===== src/rtl/io_map_pkg.sv =====
// I/O window map shared by io_periph and the data-memory address decoder.
// Offsets are byte offsets relative to the 256-byte I/O window.
package io_map;

  localparam logic [31:0] IO_WIN_BASE = 32'hFFFF_FF00;
  localparam logic [31:0] IO_WIN_END  = 32'hFFFF_FFFF;

  localparam logic [7:0] IO_LED     = 8'h00;
  localparam logic [7:0] IO_SW      = 8'h04;
  localparam logic [7:0] IO_CTRL    = 8'h08;
  localparam logic [7:0] IO_LOAD    = 8'h0C;
  localparam logic [7:0] IO_COUNT   = 8'h10;
  localparam logic [7:0] IO_STATUS  = 8'h14;
  localparam logic [7:0] IO_SCRATCH = 8'h18;

  localparam int CTRL_EN = 0;
  localparam int CTRL_AR = 1;
  localparam int CTRL_IE = 2;

  function automatic logic io_mapped(input logic [31:0] addr);
    return addr[31:8] == 24'h0;
  endfunction

endpackage


===== src/rtl/io_timer.sv =====
// Prescaled 32-bit down-counter with sticky expired flag.
// A LOAD write suppresses the tick of that cycle entirely and restarts the prescaler.
module io_timer
  import io_map::*;
#(
  parameter int PRESCALE = 4
) (
  input  logic        clk,
  input  logic        rst_n,
  input  logic        i_enable,
  input  logic        i_auto_reload,
  input  logic        i_load_we,
  input  logic [31:0] i_load_val,
  input  logic [31:0] i_reload_val,
  input  logic        i_clr,
  output logic [31:0] o_count,
  output logic        o_expired,
  output logic        o_hw_clr_en
);

  localparam int PW = $clog2(PRESCALE) + 1;

  logic [PW-1:0] r_pre;
  logic [31:0]   r_count;
  logic          r_expired;
  logic          w_tick;
  logic          w_expire;

  assign w_tick      = i_enable && !i_load_we && (r_pre == PW'(PRESCALE - 1));
  assign w_expire    = w_tick && (r_count == 32'h0);
  assign o_hw_clr_en = w_expire && !i_auto_reload;
  assign o_count     = r_count;
  assign o_expired   = r_expired;

  always_ff @(posedge clk or negedge rst_n) begin
    if (!rst_n) begin
      r_pre <= '0;
    end else if (i_load_we || !i_enable || w_tick) begin
      r_pre <= '0;
    end else begin
      r_pre <= r_pre + 1'b1;
    end
  end

  always_ff @(posedge clk or negedge rst_n) begin
    if (!rst_n) begin
      r_count <= '0;
    end else if (i_load_we) begin
      r_count <= i_load_val;
    end else if (w_tick) begin
      if (r_count != 32'h0) begin
        r_count <= r_count - 32'h1;
      end else if (i_auto_reload) begin
        r_count <= i_reload_val;
      end
    end
  end

  // Set beats a same-cycle software clear.
  always_ff @(posedge clk or negedge rst_n) begin
    if (!rst_n) begin
      r_expired <= 1'b0;
    end else if (w_expire) begin
      r_expired <= 1'b1;
    end else if (i_clr) begin
      r_expired <= 1'b0;
    end
  end

endmodule


===== src/rtl/io_periph.sv =====
// Memory-mapped I/O responder: LED, synchronized switches, scratch and timer.
// Read data is combinational from register state; writes land on the strobe edge.
module io_periph
  import io_map::*;
#(
  parameter int LED_W    = 16,
  parameter int SW_W     = 16,
  parameter int PRESCALE = 4
) (
  input  logic             clk,
  input  logic             rst_n,
  input  logic             io_we,
  input  logic [31:0]      io_addr,
  input  logic [31:0]      io_wdata,
  output logic [31:0]      io_rdata,
  output logic [LED_W-1:0] led,
  input  logic [SW_W-1:0]  sw,
  output logic             irq
);

  logic [LED_W-1:0] r_led;
  logic [SW_W-1:0]  r_sw_s1;
  logic [SW_W-1:0]  r_sw_s2;
  logic [2:0]       r_ctrl;
  logic [31:0]      r_load;
  logic [31:0]      r_scratch;

  logic [7:0]  w_off;
  logic        w_wr;
  logic        w_load_we;
  logic        w_ctrl_we;
  logic        w_clr;
  logic        w_hw_clr_en;
  logic [31:0] w_count;
  logic        w_expired;

  assign w_off     = io_addr[7:0] & 8'hFC;
  assign w_wr      = io_we && io_mapped(io_addr);
  assign w_load_we = w_wr && (w_off == IO_LOAD);
  assign w_ctrl_we = w_wr && (w_off == IO_CTRL);
  assign w_clr     = w_wr && (w_off == IO_STATUS) && io_wdata[0];

  always_ff @(posedge clk or negedge rst_n) begin
    if (!rst_n) begin
      r_led     <= '0;
      r_load    <= '0;
      r_scratch <= '0;
    end else if (w_wr) begin
      if (w_off == IO_LED)     r_led     <= io_wdata[LED_W-1:0];
      if (w_off == IO_LOAD)    r_load    <= io_wdata;
      if (w_off == IO_SCRATCH) r_scratch <= io_wdata;
    end
  end

  // A software CTRL write overrides the timer's own enable clear.
  always_ff @(posedge clk or negedge rst_n) begin
    if (!rst_n) begin
      r_ctrl <= '0;
    end else if (w_ctrl_we) begin
      r_ctrl <= io_wdata[2:0];
    end else if (w_hw_clr_en) begin
      r_ctrl[CTRL_EN] <= 1'b0;
    end
  end

  always_ff @(posedge clk or negedge rst_n) begin
    if (!rst_n) begin
      r_sw_s1 <= '0;
      r_sw_s2 <= '0;
    end else begin
      r_sw_s1 <= sw;
      r_sw_s2 <= r_sw_s1;
    end
  end

  io_timer #(
    .PRESCALE(PRESCALE)
  ) u_timer (
    .clk          (clk),
    .rst_n        (rst_n),
    .i_enable     (r_ctrl[CTRL_EN]),
    .i_auto_reload(r_ctrl[CTRL_AR]),
    .i_load_we    (w_load_we),
    .i_load_val   (io_wdata),
    .i_reload_val (r_load),
    .i_clr        (w_clr),
    .o_count      (w_count),
    .o_expired    (w_expired),
    .o_hw_clr_en  (w_hw_clr_en)
  );

  always_comb begin
    io_rdata = 32'h0;
    if (io_mapped(io_addr)) begin
      case (w_off)
        IO_LED:     io_rdata = 32'(r_led);
        IO_SW:      io_rdata = 32'(r_sw_s2);
        IO_CTRL:    io_rdata = {29'h0, r_ctrl};
        IO_LOAD:    io_rdata = r_load;
        IO_COUNT:   io_rdata = w_count;
        IO_STATUS:  io_rdata = {31'h0, w_expired};
        IO_SCRATCH: io_rdata = r_scratch;
        default:    io_rdata = 32'h0;
      endcase
    end
  end

  assign led = r_led;
  assign irq = w_expired && r_ctrl[CTRL_IE];

endmodule


===== config.mk =====
export PLATFORM = sky130hd
export DESIGN_NAME = io_periph
export DESIGN_NICKNAME = d
export VERILOG_FILES = /design/src/rtl/io_map_pkg.sv /design/src/rtl/io_timer.sv /design/src/rtl/io_periph.sv
export SDC_FILE = /design/constraint.sdc
export NUM_CORES = 1
export LEC_CHECK = 0
export CAP_MARGIN = 20
export CELL_PAD_IN_SITES_DETAIL_PLACEMENT = 1
export CELL_PAD_IN_SITES_GLOBAL_PLACEMENT = 2
export CORE_ASPECT_RATIO = 1.25
export CORE_UTILIZATION = 25
export CTS_CLUSTER_DIAMETER = 60
export DETAILED_ROUTE_END_ITERATION = 6
export PLACE_DENSITY = 0.65
export SYNTH_ARGS = -nofsm -noshare
export SYNTH_HDL_FRONTEND = slang
export SYNTH_SLANG_ARGS = --single-unit

===== constraint.sdc =====
create_clock -name clk -period 4.5 [get_ports clk]
set_clock_uncertainty 0.15 [all_clocks]
set_input_delay 0.675 -clock clk [delete_from_list [all_inputs] [get_ports clk]]
set_output_delay 0.675 -clock clk [all_outputs]
set_load 0.02 [all_outputs]

==> metrics.csv, run 1 <==
metric,value,unit
top-count cell post-synth,dfrtp_1,
Num CTS Buffers,17,
Mapped Nets,866,
core box area,0.03038,mm^2
DRT Wirelength,25760,um
final period utilization,91.32,%
Congestion Overflow GR,0,
initial DRC count,289,
PostCTS Resize Cnt,0,
actual slew at the worst max-slew pin,0.8050,ns
# hold bufs at CTS,0,
DIE HEIGHT,199.5,um
number of buffers added on ports,129,
largest cells by area after synthesis,"dfrtp_1 48%, mux2_2 9.5%, nand2_1 5.7%",
Min Hold Slack,0.1150,ns
clock sink count,151,
"Reg clk slew, reported paths",0.06,ns
design area,0.01017,mm^2
Rows,71,
Rel. slew slack,46.08,%
crit path DAT,3.28,ns
Clock Latency Late Sink,0.43,ns
Final Hold Vio Count,0,
Setup crit start kind,input port,
crit path max fanout,18,
unrepaired setup endpoints after global routing,false,
Yosys top cell area share,48.45,%
first-pass GRT wire length,40830,um
min cycle time layout,4.110,ns
vias in the first global route,6932,
leakage power,4.479,nW
post-synthesis sequential area ratio,48.45,%
Avg WL per Cell,19.59,um
"Largest delay share family, worst path",buffers and inverters,
routed via count,6407,
"area leader, netlist",dfrtp_1,
yosys warns,0,
crit-path cells,"clkdlybuf4s50_1, nor4_1, nand4_1, nor2_1, o21ai_4, buf_16, a21oi_1, clkdlybuf4s50_1",
commonest cells in the netlist,"151 x dfrtp_1, 118 x nand2_1, 88 x nor2_1",
#FFs+latches synth,151,
Worst setup EP type,output port,
Layout Nets,989,
dpl hpwl,17750,um
Critical path origin,io_addr[16],
crit-path max cell delay,0.63,ns
Worst EP required,3.67,ns
fin. max-slew vios,0,
DIE WIDTH,160.0,um
CP bufs+invs,3,
Post-synth EDFFs,0,
total track usage,16.89,%
initial core utilization,25.67,%
Post-CTS Setup Inserts,0,
share of post-route cells with drive strength above 1,16.30,%
H-tree levels,4,
number of diodes,0,
Critical R2R Launch,u_timer.o_count[26],
GPL Wtd Cong,0.7239,
Main synth FF type,dfrtp_1,
critical path type,input port to output port,
pwr dens,285.7,mW/mm^2
Setup TNS Final,0,ns
Mean Syn Cell Area,10.01,um^2
pin count of the biggest net entering global routing,79,
"Cell Area, Synth",0.007799,mm^2
Max-Cap Viols,0,
initial antenna violation count,0,
"most used cell, CP",clkdlybuf4s50_1,
worst hold path type,input port to async pin,
area grow syn2layout,30.44,%
Die ar.,0.03191,mm^2
slowest CP cell,clkdlybuf4s50_1,
first-pass iteration count of the detailed router,4,
"Cell Area, Placed",0.009604,mm^2
# DRC,0,
status,completed,
vias per inst,4.872,
CTS tree,yes,
Final Setup Violations,0,
Layout Utilization,33.48,%
Post-Synthesis Cells,779,
VDD IR max,0.0002136,V
"Distinct cells, synth",51,
clk buf depth,2,
ANT nets after route,0,
Root Buffer,clkbuf_16,
fraction of registers with async set/reset,100.0,%
fmax,243.3,MHz
io pins,132,
power breakdown:
| group | switching, mW | internal [mW] |
|---|---|---|
| registers | 0.00386 | 1.37 |
| clock network | 0.607 | 0.756 |
| logic | 0.0823 | 0.0856 |
| total | 0.693 | 2.21 |
flip-flops by register name, indices dropped and copies added (netlist names):
name,cells
r_load,32
r_scratch,32
u_timer.o_expired,1
led,16
r_ctrl,3
r_sw_s1,16
u_timer.o_count,32
u_timer.r_pre,3
r_sw_s2,16
stage by stage:
| stage | power, mW | setup WS (ns) | instances |
|---|---|---|---|
| after floorplan | 1.439 | 1.231 | 779 |
| after global placement | 1.572 | 0.3204 | 1283 |
| after detailed placement | 1.574 | 0.2920 | 1283 |
| after CTS | 2.950 | 0.2894 | 1314 |
| after global routing | 3.016 | 0.1803 | 1315 |
| final | 2.906 | 0.3904 | 1315 |
final cells by class:
class	instances	area [um^2]
clock buffers	19	432.9
clock inverters	12	107.6
fillers	3481	20210
inverters	6	22.52
multi-input cells	567	3771
flip-flops and latches	151	3779
well taps	401	501.7
repair buffers	159	1558
cells by family (layout without fill, tap and decap cells):
logic type                 count (synthesis)  count (layout)  share of synthesized area [%]
AOI/OAI and AO/OA                        146             146                          13.62
xor gates and xnor gates                  23              23                          2.583
adders and majority gates                  4               4                         0.6418
buffers and inverters                     61             196                          3.497
DFF                                      151             151                          48.45
muxes                                     99              99                          14.09
and+or+nand+nor                          295             295                          17.12
placed cells by master (no fill, tap or decap), types with 4 or more instances in the layout:
cell and instances:
or3b_1 6, o21ai_0 18, nor2_1 88, clkinv_2 4, nand2_1 118, a22oi_1 15
a211oi_2 9, inv_1 6, xnor2_1 15, xor2_1 8, nor4_1 18, ha_1 4
mux2_2 66, a211oi_1 7, a221o_1 17, buf_4 27, or4_1 5, o21ai_1 8
nor3_1 16, o22a_1 13, mux2i_1 31, clkbuf_16 17, dfrtp_1 151, clkinv_4 4
a21oi_1 37, nand4_1 7, clkdlybuf4s50_1 127, or3_1 5, nand3_1 10
routing by layer:
layer  routed length (um)  up-vias  share of wire, %  track usage (%)
li1                     -     3030                 -                -
met1                11330     3263                44            20.41
met2                13600       92                53            31.08
met3                  527       22               2.0            2.262
met4                  298        0               1.2            4.903
met5                    0        -                 0                0
final timing paths:
| path | cells past startpoint | end | slack [ns] |
|---|---|---|---|
| setup / recovery | 8 | io_rdata[2] | 0.39 |
| hold / removal | 1 | r_sw_s1[9] | 0.12 |
| setup reg to reg | 7 | u_timer.o_count[3] | 0.71 |
| hold reg to reg | 0 | r_sw_s2[13] | 0.20 |
| max in group asynchronous | 2 | r_sw_s1[1] | 3.19 |
| min in group clk | 0 | r_sw_s2[13] | 0.20 |
No activity file was read; power rests on OpenSTA's default activity.
==> inputs of run 2 (changes only) <==
clock period = 4.78 ns   (was 4.5 ns; I/O delays follow)
==> run 2 against run 1 <==
  * Combinational power fell by 7%
  * Sequential power decreased by 7%
  * Setup slack better by 0.15 ns
  * Die area is the same
==> metrics.csv, run 2 (synthesized netlist as in run 1, its figures left out) <==
metric,value,unit,change
uppermost layer routed,met4,,
status,completed,,
Congestion Overflow GR,0,,unchanged
met2 routed WL,13560,um,-0.32%
Die ar.,0.03191,mm^2,unchanged
number of buffers added on ports,129,,unchanged
Setup TNS Final,0,ns,unchanged
met3 WL,491,um,-6.8%
final worst slack,0.5396,ns,+0.1491 ns
GPL Wtd Cong,0.7259,,+0.28%
number of diodes,0,,unchanged
Critical path origin,io_addr[5],,
Layout Nets,984,,-0.51%
final period utilization,88.71,%,
Final Setup Violations,0,,unchanged
filler instances,3423,,-1.7%
CTS tree,yes,,
VDD IR max,0.0002075,V,-2.9%
first-pass iteration count of the detailed router,4,,unchanged
"Cell Area, Placed",0.009554,mm^2,-0.52%
Root Buffer,clkbuf_16,,
Worst EP required,3.91,ns,+0.24 ns
worst hold path type,input port to async pin,,
Rows,71,,unchanged
Post-CTS Setup Inserts,0,,unchanged
"Reg clk slew, reported paths",0.06,ns,about the same
actual slew at the worst max-slew pin,0.9410,ns,+0.1361 ns
DIE HEIGHT,199.5,um,unchanged
fin. max-slew vios,0,,unchanged
DIE WIDTH,160.0,um,unchanged
"Power, Total",3.056,mW,+5.2%
vias per inst,4.850,,-0.45%
area grow syn2layout,31.57,%,
"commonest cells after routing, fill and taps aside","151 x dfrtp_1, 127 x clkdlybuf4s50_1, 118 x nand2_1",,
crit path max fanout,30,,+12
first-pass GRT wire length,40680,um,-0.36%
ANT nets after route,0,,unchanged
initial DRC count,277,,-4.2%
min cycle time layout,4.240,ns,
critical path type,input port to output port,,
Setup crit start kind,input port,,
DRT Wirelength,25610,um,-0.59%
routed via count,6354,,-0.83%
clk buf depth,2,,unchanged
cells on worst reg2reg path,7,,unchanged
fmax,235.8,MHz,
initial core utilization,25.67,%,unchanged
Max-Cap Viols,0,,unchanged
# DRC,0,,unchanged
clock sink count,151,,unchanged
share of post-route cells with drive strength above 1,15.84,%,-0.46 points
crit path DAT,3.37,ns,+0.09 ns
Worst setup EP type,output port,,
design area,0.01026,mm^2,+0.87%
pin count of the biggest net entering global routing,73,,-7.6%
pwr dens,297.8,mW/mm^2,+4.2%
core box area,0.03038,mm^2,unchanged
unrepaired setup endpoints after global routing,false,,
leakage power,4.526,nW,+1.0%
Rel. slew slack,37.26,%,-8.8 points
Num CTS Buffers,17,,unchanged
Final Hold Vio Count,0,,unchanged
Clock Latency Late Sink,0.43,ns,about the same
initial antenna violation count,0,,unchanged
H-tree levels,4,,unchanged
DP Worst Slack,0.4789,ns,+0.1869 ns
vias in the first global route,6940,,+0.12%
total track usage,16.77,%,-0.11 points
Min Hold Slack,0.1706,ns,+0.05563 ns
Critical R2R Launch,u_timer.o_count[15],,
io pins,132,,unchanged
# hold bufs at CTS,0,,unchanged
wl on met1,11290,um,-0.35%
dpl hpwl,17050,um,-3.9%
"commonest non-fill, non-tap cell in the layout",dfrtp_1,,
PostCTS Resize Cnt,0,,unchanged
Avg WL per Cell,19.55,um,-0.21%
## run 2: worst paths after layout
path	slack, ns	endpoint
max	0.54	io_rdata[15]
min	0.17	r_sw_s1[9]
max reg2reg	0.89	u_timer.o_count[3]
min reg2reg	0.19	r_sw_s2[8]
max in group asynchronous	3.18	r_sw_s1[1]
min in group clk	0.19	r_sw_s2[8]
## run 2: cell type report
cell class | count | area (um^2) | share of cell area (%)
flip-flops and latches | 151 | 3779 | 36.82
inverters | 6 | 22.52 | 0.2195
clock inverters | 12 | 246.5 | 2.402
well taps | 401 | 501.7 | 4.890
clock buffers | 19 | 432.9 | 4.219
repair buffers | 154 | 1508 | 14.69
multi-input cells | 567 | 3771 | 36.75
## run 2: power by group
| part | total, mW | internal, mW | switching, mW |
|---|---|---|---|
| Sequential | 1.29 | 1.29 | 0.00355 |
| Clock | 1.60 | 1.03 | 0.573 |
| Combinational | 0.156 | 0.0797 | 0.0767 |
## run 2: metrics by stage
stage,util [%],instances
after global placement,31.45,1278
after detailed placement,31.45,1278
after floorplan,-,779
final,33.77,1310
after CTS,33.68,1309
after global routing,33.77,1310
## run 2: metal layers
layer | GRT usage (%) | vias up
li1 | - | 3016
met3 | 2.138 | 17
met4 | 4.444 | 0
met5 | 0 | -
met1 | 20.56 | 3230
met2 | 30.81 | 91
## run 2: critical path: stages
cell and delay (ns):
clkdlybuf4s50_1 0.43, nor3_1 0.25, nand2_1 0.19, or2_2 0.68
o22a_1 0.33, nor2_1 0.14, clkdlybuf4s50_1 0.62
==> RTL change 1 (flow settings as in run 1) <==
`PRESCALE` is set to 4 in 2 places; all go to 2.
--- a/src/rtl/io_timer.sv
+++ b/src/rtl/io_timer.sv
@@ -3,7 +3,7 @@
 module io_timer
   import io_map::*;
 #(
-  parameter int PRESCALE = 4
+  parameter int PRESCALE = 2
 ) (
   input  logic        clk,
   input  logic        rst_n,
--- a/src/rtl/io_periph.sv
+++ b/src/rtl/io_periph.sv
@@ -5,7 +5,7 @@
 #(
   parameter int LED_W    = 16,
   parameter int SW_W     = 16,
-  parameter int PRESCALE = 4
+  parameter int PRESCALE = 2
 ) (
   input  logic             clk,
   input  logic             rst_n,
Behaviour: not the same (a bounded check fails within 4 cycles, from zero or initial values and one cycle with rst_n low).
==> RTL change 1 against run 1 <==
  * Wire length is 0.53% lower
  * First-iteration DRC count is 10% higher
  * Power is 6.5% higher
  * Synthesized area is 3.8% lower
  * Cell area is 2.9% lower
  * Setup slack worse by 0.054 ns
  * Largest power group is now the clock network
  * Die area is 3.7% lower
  * Sequential cell count is 1 lower
==> RTL change 1: results (changes against run 1) <==
Post-Synth Adder-Cell Area -> 0.500% (-0.14 points)
Total GRT Usage -> 17.7% (+0.84 points)
Synth area leaders -> dfrtp_1 (50%), mux2_2 (7.1%), nand2_1 (6.0%), a222oi_1 (3.9%), nor2_1 (3.1%)
cts bufs inserted -> 17 (unchanged)
r2r setup slk -> 1.28 ns (+0.57 ns)
post-detail-place hpwl -> 17500 microns (-1.5%)
GPL Wtd Cong -> 0.762 (+5.3%)
clk root buf -> clkbuf_16
WP data arrival -> 3.34 ns (+0.06 ns)
Post-Synth XOR/XNOR Area -> 0.700% (-1.9 points)
NetSw -> 0.665 mW (-4.1%)
yosys warns -> 0 (unchanged)
syn nets -> 822 (-5.1%)
slowest CP cell -> clkdlybuf4s50_1
PortBufs -> 129 (unchanged)
Post-CTS Setup Bufs -> 0 (unchanged)
Worst R2R End -> u_timer.o_count[2]
global-route wire length before repair -> 41200 microns (+0.86%)
initial antenna violation count -> 0 (unchanged)
Commonest cells post-synth -> dfrtp_1 (150), nand2_1 (119), nor2_1 (61)
worst hold margin -> 0.147 ns (+0.0321 ns)
clk slew on worst S/H paths -> 0.06 ns (about the same)
post-synthesis compound-gate area fraction -> 18.7% (+5.1 points)
Crit. Startpoint -> io_addr[5]
Max VDD drop -> 0.000264 V (+23%)
status -> complete, no violations
Worst setup endpoint -> io_rdata[14]
largest net degree at the start of global routing -> 86 (+8.9%)
placed inst area -> 0.00923 sq mm (-3.9%)
sequential area share after synthesis -> 50.0% (+1.6 points)
Final setup violation count -> 0 (unchanged)
drt total wl -> 25600 microns (-0.53%)
ys flop type -> dfrtp_1
number of global-route vias before repair -> 6960 (+0.40%)
mux cell area share after synthesis -> 8.10% (-6.0 points)
DR iter-0 viols -> 318 (+10%)
Layout Nets -> 936 (-5.4%)
Clk Latency, worst-skew pair -> 0.43 ns (about the same)
via count -> 6372 (-0.55%)
layout cells sized above 1 -> 15.5% (-0.76 points)
post_cts resized -> 0 (unchanged)
R2R depth -> 6 (-1)
Crit path largest cell delay -> 0.64 ns
relative slew slack -> 26.9% (-19 points)
worst hold path type -> in -> async
RR Startpoint -> u_timer.o_count[18]
Leak Pwr -> 4.24 nW (-5.3%)
first-pass iteration count of the detailed router -> 5 (+1)
Diodes inserted -> 0 (unchanged)
H-tree Lvls -> 4 (unchanged)
Cell variety after synth -> 68 (+33%)
CP Max Fanout -> 18 (unchanged)
[RTL change 1: cell count changes in the layout (fill, tap and decap cells not counted), sizes merged, moves of 11 or more]
cell / delta
mux2: -16
a222oi: +29
buf: -11
nor2: -26
o22a: -11
a221o: -13
mux2i: -31
[RTL change 1: metal layers]
metal | track usage (%) | wire length (microns) | vias to the layer above
li1 | - | - | 2960
met1 | 21.9 | 11100 | 3262
met2 | 31.8 | 13400 | 128
met3 | 2.63 | 831 | 22
met4 | 4.58 | 313 | 0
met5 | 0 | 0 | -
[RTL change 1: cells by family after synthesis]
| logic type | after synthesis |
|---|---|
| compound gates | 194 |
| fa+ha+maj | 3 |
| buf+inv | 66 |
| xor+xnor | 6 |
| flops | 150 |
| mux | 52 |
| simple gates | 265 |
[RTL change 1: power by group through the flow]
stage	logic (mW)	clock network (mW)	registers, mW
5_1_grt	0.144	1.68	1.37
2_1_floorplan	0.0122	0	1.39
3_5_place_dp	0.134	0	1.39
4_1_cts	0.134	1.63	1.37
6_report	0.130	1.60	1.37
3_3_place_gp	0.133	0	1.39
[RTL change 1: layout make-up]
class,count,area (sq um)
Clock inverter,12,203
Multi-Input combinational cell,520,3450
Inverter,12,45.0
Clock buffer,19,443
Tap cell,396,495
Sequential cell,150,3750
Fill cell,3346,19600
Timing Repair Buffer,149,1480
[RTL change 1: per-stage QoR]
step,cells,utilization (%),setup slack [ns]
2_1_floorplan,736,-,1.41
3_3_place_gp,1227,31.4,0.320
3_5_place_dp,1227,31.4,0.306
4_1_cts,1258,33.6,0.296
5_1_grt,1258,33.6,0.0603
6_report,1258,33.6,0.336
[RTL change 1: critical path: cells and delay by family]
kind	cells	cell delay (ns)
buffers and inverters	3	1.38
AOI/OAI and AO/OA	2	0.35
and+or+nand+nor	3	0.90
==> RTL change 2 (flow settings as in run 1) <==
Made on the original files. Reset style: synchronous (`rst_n`), changed in 6 clocked blocks.
--- a/src/rtl/io_timer.sv
+++ b/src/rtl/io_timer.sv
@@ -32,7 +32,7 @@
   assign o_count     = r_count;
   assign o_expired   = r_expired;
 
-  always_ff @(posedge clk or negedge rst_n) begin
+  always_ff @(posedge clk) begin
     if (!rst_n) begin
       r_pre <= '0;
     end else if (i_load_we || !i_enable || w_tick) begin
@@ -42,7 +42,7 @@
     end
   end
 
-  always_ff @(posedge clk or negedge rst_n) begin
+  always_ff @(posedge clk) begin
     if (!rst_n) begin
       r_count <= '0;
     end else if (i_load_we) begin
@@ -57,7 +57,7 @@
   end
 
   // Set beats a same-cycle software clear.
-  always_ff @(posedge clk or negedge rst_n) begin
+  always_ff @(posedge clk) begin
     if (!rst_n) begin
       r_expired <= 1'b0;
     end else if (w_expire) begin
--- a/src/rtl/io_periph.sv
+++ b/src/rtl/io_periph.sv
@@ -40,7 +40,7 @@
   assign w_ctrl_we = w_wr && (w_off == IO_CTRL);
   assign w_clr     = w_wr && (w_off == IO_STATUS) && io_wdata[0];
 
-  always_ff @(posedge clk or negedge rst_n) begin
+  always_ff @(posedge clk) begin
     if (!rst_n) begin
       r_led     <= '0;
       r_load    <= '0;
@@ -53,7 +53,7 @@
   end
 
   // A software CTRL write overrides the timer's own enable clear.
-  always_ff @(posedge clk or negedge rst_n) begin
+  always_ff @(posedge clk) begin
     if (!rst_n) begin
       r_ctrl <= '0;
     end else if (w_ctrl_we) begin
@@ -63,7 +63,7 @@
     end
   end
 
-  always_ff @(posedge clk or negedge rst_n) begin
+  always_ff @(posedge clk) begin
     if (!rst_n) begin
       r_sw_s1 <= '0;
       r_sw_s2 <= '0;
Behaviour: differs if rst_n is asserted again (counterexample within 4 cycles, from zero or initial values and one cycle with rst_n low); with rst_n held inactive, the same outputs for 4 cycles.
==> RTL change 2 against run 1 <==
  * Power is 1.8% higher
  * Sequential share of layout area down 6.2 points
  * Non-clock buffer count down 1
  * Largest cell class is now multi-input gates
  * Critical path type unchanged
  * Synthesized area decreased by 4.5%
  * Setup slack gained 0.028 ns
  * Sequential cell count did not move
  * Critical endpoint is now io_rdata[31]
  * Largest power group is now the clock network
  * Via count rose by 12%
  * Wire length rose by 5.4%
  * Cell area is 4.1% lower
==> RTL change 2: results (changes against run 1) <==
Max VDD drop -> 0.000180 V (-16%)
Met1 Routed Length -> 12600 microns (+12%)
post-detail-place hpwl -> 18600 microns (+4.7%)
Post-Synth XOR/XNOR Area -> 1.41% (-1.2 points)
number of global-route vias before repair -> 7478 (+7.9%)
Commonest cells post-synth -> nand2_1 (171), dfxtp_1 (151), a21oi_1 (92)
DR iter-0 viols -> 386 (+34%)
largest net degree at the start of global routing -> 65 (-18%)
sequential area share after synthesis -> 40.6% (-7.9 points)
Cell variety after synth -> 66 (+29%)
Largest delay share family, worst path -> buffers and inverters
CP Max Fanout -> 19 (+1)
ys flop type -> dfxtp_1
Post-Synth Adder-Cell Area -> 0.672% (+0.030 points)
Avg WL per Cell -> 19.0 microns (-3.0%)
Place WS -> 0.397 ns (+0.105 ns)
met2 wire len -> 13400 microns (-1.6%)
Total GRT Usage -> 18.4% (+1.5 points)
GPL Wtd Cong -> 0.746 (+3.1%)
relative slew slack -> 33.0% (-13 points)
Layout Nets -> 1108 (+12%)
syn nets -> 1008 (+16%)
post-synthesis compound-gate area fraction -> 20.5% (+6.9 points)
asr flop ratio synth -> 0% (-100 points)
status -> complete, no violations
Leak Pwr -> 3.43 nW (-23%)
met3 routed WL -> 823 microns (+56%)
Synth area leaders -> dfxtp_1 (41%), nand2_1 (8.6%), a21oi_1 (6.2%), mux2i_1 (5.0%), nor2_1 (3.9%)
Crit path largest cell delay -> 0.69 ns (+0.06 ns)
first-pass iteration count of the detailed router -> 6 (+2)
mux cell area share after synthesis -> 7.24% (-6.8 points)
worst hold path type -> reg -> reg
layout cells sized above 1 -> 8.41% (-7.9 points)
max-slew violations -> 0 (unchanged)
WP data arrival -> 3.26 ns (-0.02 ns)
clk root buf -> clkbuf_16
via count -> 7160 (+12%)
fill count -> 3489 (+0.23%)
global-route wire length before repair -> 43300 microns (+6.1%)
highest routed layer -> met4
==> RTL change 2: per-stage QoR <==
step | std cells | cell area [sq um] | hold slack (ns)
floorplan | 921 | 7450 | 0.249
global placement | 1398 | 9180 | 0.266
detailed placement | 1398 | 9180 | 0.265
CTS | 1430 | 9760 | 0.274
global route | 1430 | 9760 | 0.296
finish | 1430 | 9760 | 0.271
==> RTL change 2: worst paths after layout <==
path	from	to	slack [ns]	depth (start not counted)
worst max register to register	u_timer.o_count[8]	u_timer.o_count[12]	1.11	7
worst min register to register	u_timer.r_pre[0]	u_timer.r_pre[0]	0.27	1
worst max-delay path	io_addr[5]	io_rdata[31]	0.42	7
worst min-delay path	u_timer.r_pre[0]	u_timer.r_pre[0]	0.27	1
==> RTL change 2: power by group <==
| group | switching (mW) | total (mW) | leakage (nW) | internal, mW |
|---|---|---|---|---|
| registers | 0.00268 | 1.35 | 1.22 | 1.35 |
| logic | 0.0748 | 0.161 | 1.93 | 0.0862 |
| clock network | 0.619 | 1.44 | 0.279 | 0.825 |
==> RTL change 2: area by class of cell <==
class                           count  share of cell area (%)
Tap cell                          396                    5.08
Multi-Input combinational cell    686                    41.9
Sequential cell                   151                    31.0
Clock buffer                       19                    4.44
Clock inverter                     13                    1.50
Timing Repair Buffer              158                    15.8
Inverter                            7                   0.269
==> RTL change 2: logic make-up after synthesis <==
family / count (synthesis)
simple gates: 384
compound gates: 234
flops: 151
buf+inv: 84
mux: 52
xor+xnor: 12
fa+ha+maj: 4
==> RTL change 2: metal layers <==
metal,GRT usage (%),vias to the layer above
met4,4.25,0
li1,-,3503
met3,2.73,20
met5,0,-
met2,31.6,142
met1,23.9,3495
